File: config.mk
export PLATFORM = sky130hd
export DESIGN_NAME = spi_cfg_regfile
export DESIGN_NICKNAME = d
export VERILOG_FILES = /design/src/rtl/snn_cfg_pkg.sv /design/src/rtl/wr_edge_det.sv /design/src/rtl/spi_cfg_regfile.sv
export SDC_FILE = /design/constraint.sdc
export NUM_CORES = 1
export LEC_CHECK = 0
export ABC_AREA = 1
export CELL_PAD_IN_SITES_DETAIL_PLACEMENT = 1
export CELL_PAD_IN_SITES_GLOBAL_PLACEMENT = 1
export CORE_MARGIN = 2
export CORE_UTILIZATION = 40
export DETAILED_ROUTE_END_ITERATION = 8
export MAX_ROUTING_LAYER = met4
export PLACE_DENSITY_LB_ADDON = 0.1
export SYNTH_ARGS = -nofsm -noshare
export SYNTH_HDL_FRONTEND = slang
export SYNTH_SLANG_ARGS = --single-unit
File: constraint.sdc
create_clock -name clk -period 20.1 [get_ports clk]
set_input_delay 4.02 -clock clk [delete_from_list [all_inputs] [get_ports clk]]
set_output_delay 4.02 -clock clk [all_outputs]
set_load 0.05 [all_outputs]
File: src/rtl/snn_cfg_pkg.sv
// Shared configuration constants for the SNN core and its SPI register file.
package snn_cfg_pkg;

  // Register map
  localparam logic [3:0] AddrCtrl    = 4'h0;
  localparam logic [3:0] AddrW0      = 4'h1;
  localparam logic [3:0] AddrThresh  = 4'h9;
  localparam logic [3:0] AddrLeak    = 4'hA;
  localparam logic [3:0] AddrRefr    = 4'hB;
  localparam logic [3:0] AddrRsvdLo  = 4'hC;
  localparam logic [3:0] AddrStatus  = 4'hF;

  // CTRL register bits; commit and soft_clear are self-clearing strobes
  localparam int unsigned CtrlRunBit    = 0;
  localparam int unsigned CtrlCommitBit = 1;
  localparam int unsigned CtrlClearBit  = 2;

  // Shadow/active register slots: w0..w7, threshold, leak, refractory
  localparam int unsigned NumWeights = 8;
  localparam int unsigned NumShadow  = 11;
  localparam int unsigned IdxThresh  = 8;
  localparam int unsigned IdxLeak    = 9;
  localparam int unsigned IdxRefr    = 10;

  // Power-on neuron parameters
  localparam logic [7:0] DefWeight = 8'h00;
  localparam logic [7:0] DefThresh = 8'h40;
  localparam logic [7:0] DefLeak   = 8'h01;
  localparam logic [7:0] DefRefr   = 8'h02;

  // Default value of a shadow/active slot (slot = address - 1)
  function automatic logic [7:0] shadow_default(input int unsigned idx);
    case (idx)
      IdxThresh: shadow_default = DefThresh;
      IdxLeak:   shadow_default = DefLeak;
      IdxRefr:   shadow_default = DefRefr;
      default:   shadow_default = DefWeight;
    endcase
  endfunction

endpackage

File: src/rtl/wr_edge_det.sv
// Rising-edge qualifier for the SPI slave's level write enable: one pulse per frame.
module wr_edge_det (
  input  logic clk,
  input  logic reset,
  input  logic level,
  output logic pulse
);

  logic we_q;

  // Registered copy of the level; resets high so a level held across reset is not a write
  always_ff @(posedge clk or posedge reset) begin
    if (reset) begin
      we_q <= 1'b1;
    end else begin
      we_q <= level;
    end
  end

  // Pulse on the first cycle the level is seen high
  always_comb begin
    pulse = level & ~we_q;
  end

endmodule

File: src/rtl/spi_cfg_regfile.sv
// SPI-written configuration register file: shadow/active neuron parameters with
// commit, soft clear, sticky write error, write counter and registered readback.
module spi_cfg_regfile
  import snn_cfg_pkg::*;
#(
  parameter int unsigned DATA_W = 8,
  parameter int unsigned ADDR_W = 4
) (
  input  logic                  clk,
  input  logic                  reset,
  input  logic [ADDR_W-1:0]     wr_addr,
  input  logic [DATA_W-1:0]     wr_data,
  input  logic                  wr_level,
  input  logic [ADDR_W-1:0]     rd_addr,
  output logic [DATA_W-1:0]     rd_data,
  output logic [8*DATA_W-1:0]   weights,
  output logic [DATA_W-1:0]     threshold,
  output logic [DATA_W-1:0]     leak,
  output logic [DATA_W-1:0]     refractory,
  output logic                  run,
  output logic                  cfg_update,
  output logic                  wr_err,
  output logic [7:0]            wr_count
);

  logic              wr_accept;
  logic [DATA_W-1:0] shadow_q [NumShadow];
  logic [DATA_W-1:0] shadow_d [NumShadow];
  logic [DATA_W-1:0] active_q [NumShadow];
  logic [DATA_W-1:0] active_d [NumShadow];
  logic              run_q, run_d;
  logic              commit_q, commit_d;
  logic              cfg_update_q, cfg_update_d;
  logic              wr_err_q, wr_err_d;
  logic [7:0]        wr_count_q, wr_count_d;
  logic [DATA_W-1:0] rd_data_q, rd_data_d;

  wr_edge_det u_wr_edge_det (
    .clk   (clk),
    .reset (reset),
    .level (wr_level),
    .pulse (wr_accept)
  );

  // Next-state for the register file: commit from the previous write, then the accepted write
  always_comb begin
    shadow_d     = shadow_q;
    active_d     = active_q;
    run_d        = run_q;
    wr_err_d     = wr_err_q;
    wr_count_d   = wr_count_q;
    commit_d     = 1'b0;
    cfg_update_d = 1'b0;

    if (commit_q) begin
      active_d     = shadow_q;
      cfg_update_d = 1'b1;
    end

    if (wr_accept) begin
      wr_count_d = wr_count_q + 8'd1;
      if (wr_addr == ADDR_W'(AddrCtrl)) begin
        if (wr_data[CtrlClearBit]) begin
          // Soft clear wins over commit and any commit still in flight
          for (int i = 0; i < NumShadow; i++) begin
            shadow_d[i] = DATA_W'(shadow_default(i));
            active_d[i] = DATA_W'(shadow_default(i));
          end
          run_d        = 1'b0;
          wr_err_d     = 1'b0;
          wr_count_d   = 8'd0;
          cfg_update_d = 1'b0;
        end else begin
          run_d    = wr_data[CtrlRunBit];
          commit_d = wr_data[CtrlCommitBit];
        end
      end else if (wr_addr >= ADDR_W'(AddrRsvdLo)) begin
        // Reserved and STATUS are not writable; data is dropped
        wr_err_d = 1'b1;
      end else begin
        for (int i = 0; i < NumShadow; i++) begin
          if (wr_addr == ADDR_W'(i + 1)) begin
            shadow_d[i] = wr_data;
          end
        end
      end
    end
  end

  // Readback mux over pre-write state, so a same-cycle write shows the old value
  always_comb begin
    rd_data_d = '0;
    if (rd_addr == ADDR_W'(AddrCtrl)) begin
      rd_data_d[CtrlRunBit] = run_q;
      rd_data_d[2]          = wr_err_q;
    end else if (rd_addr == ADDR_W'(AddrStatus)) begin
      rd_data_d[7:0] = {wr_count_q[6:0], wr_err_q};
    end else if (rd_addr < ADDR_W'(AddrRsvdLo)) begin
      for (int i = 0; i < NumShadow; i++) begin
        if (rd_addr == ADDR_W'(i + 1)) begin
          rd_data_d = shadow_q[i];
        end
      end
    end
  end

  // State registers; reset also drops a pending commit
  always_ff @(posedge clk or posedge reset) begin
    if (reset) begin
      for (int i = 0; i < NumShadow; i++) begin
        shadow_q[i] <= DATA_W'(shadow_default(i));
        active_q[i] <= DATA_W'(shadow_default(i));
      end
      run_q        <= 1'b0;
      commit_q     <= 1'b0;
      cfg_update_q <= 1'b0;
      wr_err_q     <= 1'b0;
      wr_count_q   <= 8'd0;
      rd_data_q    <= '0;
    end else begin
      shadow_q     <= shadow_d;
      active_q     <= active_d;
      run_q        <= run_d;
      commit_q     <= commit_d;
      cfg_update_q <= cfg_update_d;
      wr_err_q     <= wr_err_d;
      wr_count_q   <= wr_count_d;
      rd_data_q    <= rd_data_d;
    end
  end

  // Drive outputs from the active set and status registers
  always_comb begin
    weights = '0;
    for (int i = 0; i < NumWeights; i++) begin
      weights[i*DATA_W +: DATA_W] = active_q[i];
    end
    threshold  = active_q[IdxThresh];
    leak       = active_q[IdxLeak];
    refractory = active_q[IdxRefr];
    run        = run_q;
    cfg_update = cfg_update_q;
    wr_err     = wr_err_q;
    wr_count   = wr_count_q;
    rd_data    = rd_data_q;
  end

endmodule

==> results.json <==
{
  "status": "complete, no violations",
  "dp.cells": 1331,
  "layout.cells.non_filler": 1363,
  "final_area_um2": 10400,
  "dp_hpwl_mm": 19.3,
  "routed_wl_mm": 27.5,
  "holdCritStartpoint": "shadow_q[8]",
  "power_density_nw_per_um2": 131,
  "avgSynthCellArea_um2": 8.75,
  "slowest_stage": "clkdlybuf4s50_1",
  "drc_errors": 0,
  "critPathMostFrequentCell": "nand2_1",
  "synth_fp_nets": 995,
  "grt_setup_unrepaired": "no",
  "cp_max_fo": 18,
  "die_h_um": 150,
  "place_ws_ns": 13.65,
  "clk_latency_ns": 0.45,
  "postRouteAntennaNets": 0,
  "max_freq_mhz": 165,
  "grt_pass1_vias": 7386,
  "post-route-period-util": 0.302,
  "max_stage_delay_ns": 0.64,
  "cts_buffers": 17,
  "grt_first_pass_wirelength_mm": 43.5,
  "skew_ns": 0.0103,
  "n_antenna_cell": 0,
  "max_cap_viol_count": 0,
  "crit_required_ns": 20.38,
  "slew_violations": 0,
  "path_clk_slew_ns": 0.08,
  "port_buffers": 125,
  "crit_chain": "clkdlybuf4s50_1 -> nor2_4 -> nand2_4 -> inv_2 -> nand2_1 -> nand2_1 -> inv_2 -> nand4_2 -> nand2_1 -> o21ai_0",
  "ff2ff_setup_slack_ns": 17.97,
  "ctsRootBufferMaster": "clkbuf_16",
  "finalWorstSetupSlack_ns": 14.04,
  "grt_max_degree": 126,
  "path_class": "input pin to flip-flop",
  "startpoint": "wr_addr[2]",
  "avgViaCountPerCell": 5.20,
  "synth_seq_area_share": 0.579,
  "post-route-util": 0.498,
  "ff2ff_path_depth": 6,
  "crit_arrival_ns": 6.35,
  "whs_ns": 0.527,
  "io_pins": 126,
  "htreeDepth": 4,
  "final_common_cell": "nand2_1",
  "period_needed_ns": 6.06,
  "start_util": 0.407,
  "clockBufferDepth": 2,
  "nets": 1095,
  "setup_tns_ns": 0,
  "cts_setup_buffers": 0,
  "start_kind": "input pin",
  "cts.sink_count": 197,
  "syn_to_final_growth_pct": 22.3,
  "hold_violations": 0,
  "final_layout_size_suffix_gt1_frac": 0.0680,
  "gp_routability_congestion": 0.918,
  "die-area_um2": 22500,
  "post_dp_cell_area_um2": 9860,
  "end_kind": "flip-flop",
  "ys_dominant_reg_cell": "dfrtp_1",
  "drtIter0Drc": 515,
  "synth_area_um2": 8530,
  "p_leak_nw": 4.78,
  "power.total_mw": 1.36,
  "grt_usage": 0.267,
  "num_rows": 53,
  "yosys_warnings": 0,
  "synth-edff-count": 0,
  "vias": 7083,
  "dr.pass1.iters": 8,
  "tightest_slew_ns": 0.964,
  "ir_drop_uv": 64.5,
  "yosysUniqueCellTypes": 33,
  "synth_seq_cells": 197,
  "cts_tree": "yes",
  "async_reset_ff_frac": 1.00,
  "slew_headroom": 0.357,
  "core_um2": 21000,
  "layout_common_cells": "371 x nand2_1, 189 x dfrtp_1, 125 x clkdlybuf4s50_1",
  "reg2reg_from": "u_wr_edge_det.we_q",
  "hold_path.class": "flip-flop to flip-flop",
  "worstHoldPathCells": 2,
  "synthCells": 975,
  "grt_remaining_overflow": 0,
  "die_w_um": 150,
  "finalSetupViolations": 0,
  "cts_hold_buffers": 0,
  "antenna_found_initial": 0,
  "post_cts_resize_count": 0,
  "wire_per_inst_um": 20.2
}
-- synth_stat cells (2+ instances only) --
| cell type | number | area share |
|---|---|---|
| nand2_1 | 371 | 0.16 |
| dfrtp_1 | 190 | 0.56 |
| a21oi_1 | 105 | 0.062 |
| o21ai_1 | 54 | 0.032 |
| o21ai_0 | 43 | 0.025 |
| inv_1 | 41 | 0.018 |
| nor2_1 | 35 | 0.015 |
| clkbuf_1 | 25 | 0.011 |
| nand4_1 | 17 | 0.012 |
| buf_4 | 10 | 0.0088 |
| buf_6 | 10 | 0.013 |
| nand3_1 | 10 | 0.0059 |
| nor3_1 | 10 | 0.0059 |
| dfstp_2 | 7 | 0.022 |
| nand2_4 | 7 | 0.0092 |
| o211ai_1 | 7 | 0.0062 |
| or2_2 | 6 | 0.0044 |
| nand3_4 | 4 | 0.0082 |
| buf_2 | 3 | 0.0018 |
| inv_2 | 3 | 0.0013 |
| nor2_2 | 3 | 0.0022 |
| nor2_4 | 2 | 0.0026 |
| xor2_1 | 2 | 0.0021 |
-- power breakdown --
group          leakage, nW  internal [mW]  total [mW]  switching [mW]
Sequential            2.38          0.491       0.578          0.0868
Combinational         2.13          0.143       0.440           0.297
Clock                0.281          0.175       0.344           0.168
Total                 4.78          0.810        1.36           0.552
-- layout make-up --
class / count / area, µm²
Clock inverter: 14 / 143
Sequential cell: 197 / 4940
Inverter: 46 / 183
Tap cell: 275 / 344
Timing Repair Buffer: 130 / 1290
Multi-Input combinational cell: 683 / 3100
Fill cell: 2512 / 10500
Clock buffer: 18 / 429
-- flip-flops by register name, indices dropped and copies added (netlist names) --
register / flops
refractory: 8
u_wr_edge_det.we_q: 1
rd_data: 8
wr_err: 1
weights: 64
leak: 8
run: 1
cfg_update: 1
commit_q: 1
wr_count: 8
shadow_q: 88
threshold: 8
-- cell families after synthesis --
family	synth area share
AND/OR/NAND/NOR	0.233
AO/OA/AOI/OAI	0.126
flip-flops	0.579
buffers and inverters	0.0571
XOR/XNOR	0.00205
multiplexers	0.00117
adder cells (fa/ha/maj)	0.00147
-- worst max-delay path, delay by kind of cell --
family	cells	cell delay [ns]
AO/OA/AOI/OAI	1	0.11
AND/OR/NAND/NOR	6	1.08
buffers and inverters	3	1.11
-- worst paths after layout --
| check | to |
|---|---|
| max | shadow_q[64] |
| min in group asynchronous | weights[60] |
| min reg2reg | shadow_q[8] |
| max in group asynchronous | commit_q |
| max reg2reg | leak[1] |
| min | shadow_q[8] |
-- metal layers --
layer / GRT usage / part of all wire / vias up
met5: - / 0 / -
met4: 0.0830 / 0.024 / 0
met3: 0.0454 / 0.036 / 44
met2: 0.418 / 0.47 / 168
met1: 0.357 / 0.47 / 3503
li1: - / - / 3368
(Power assumes the default switching activity.)
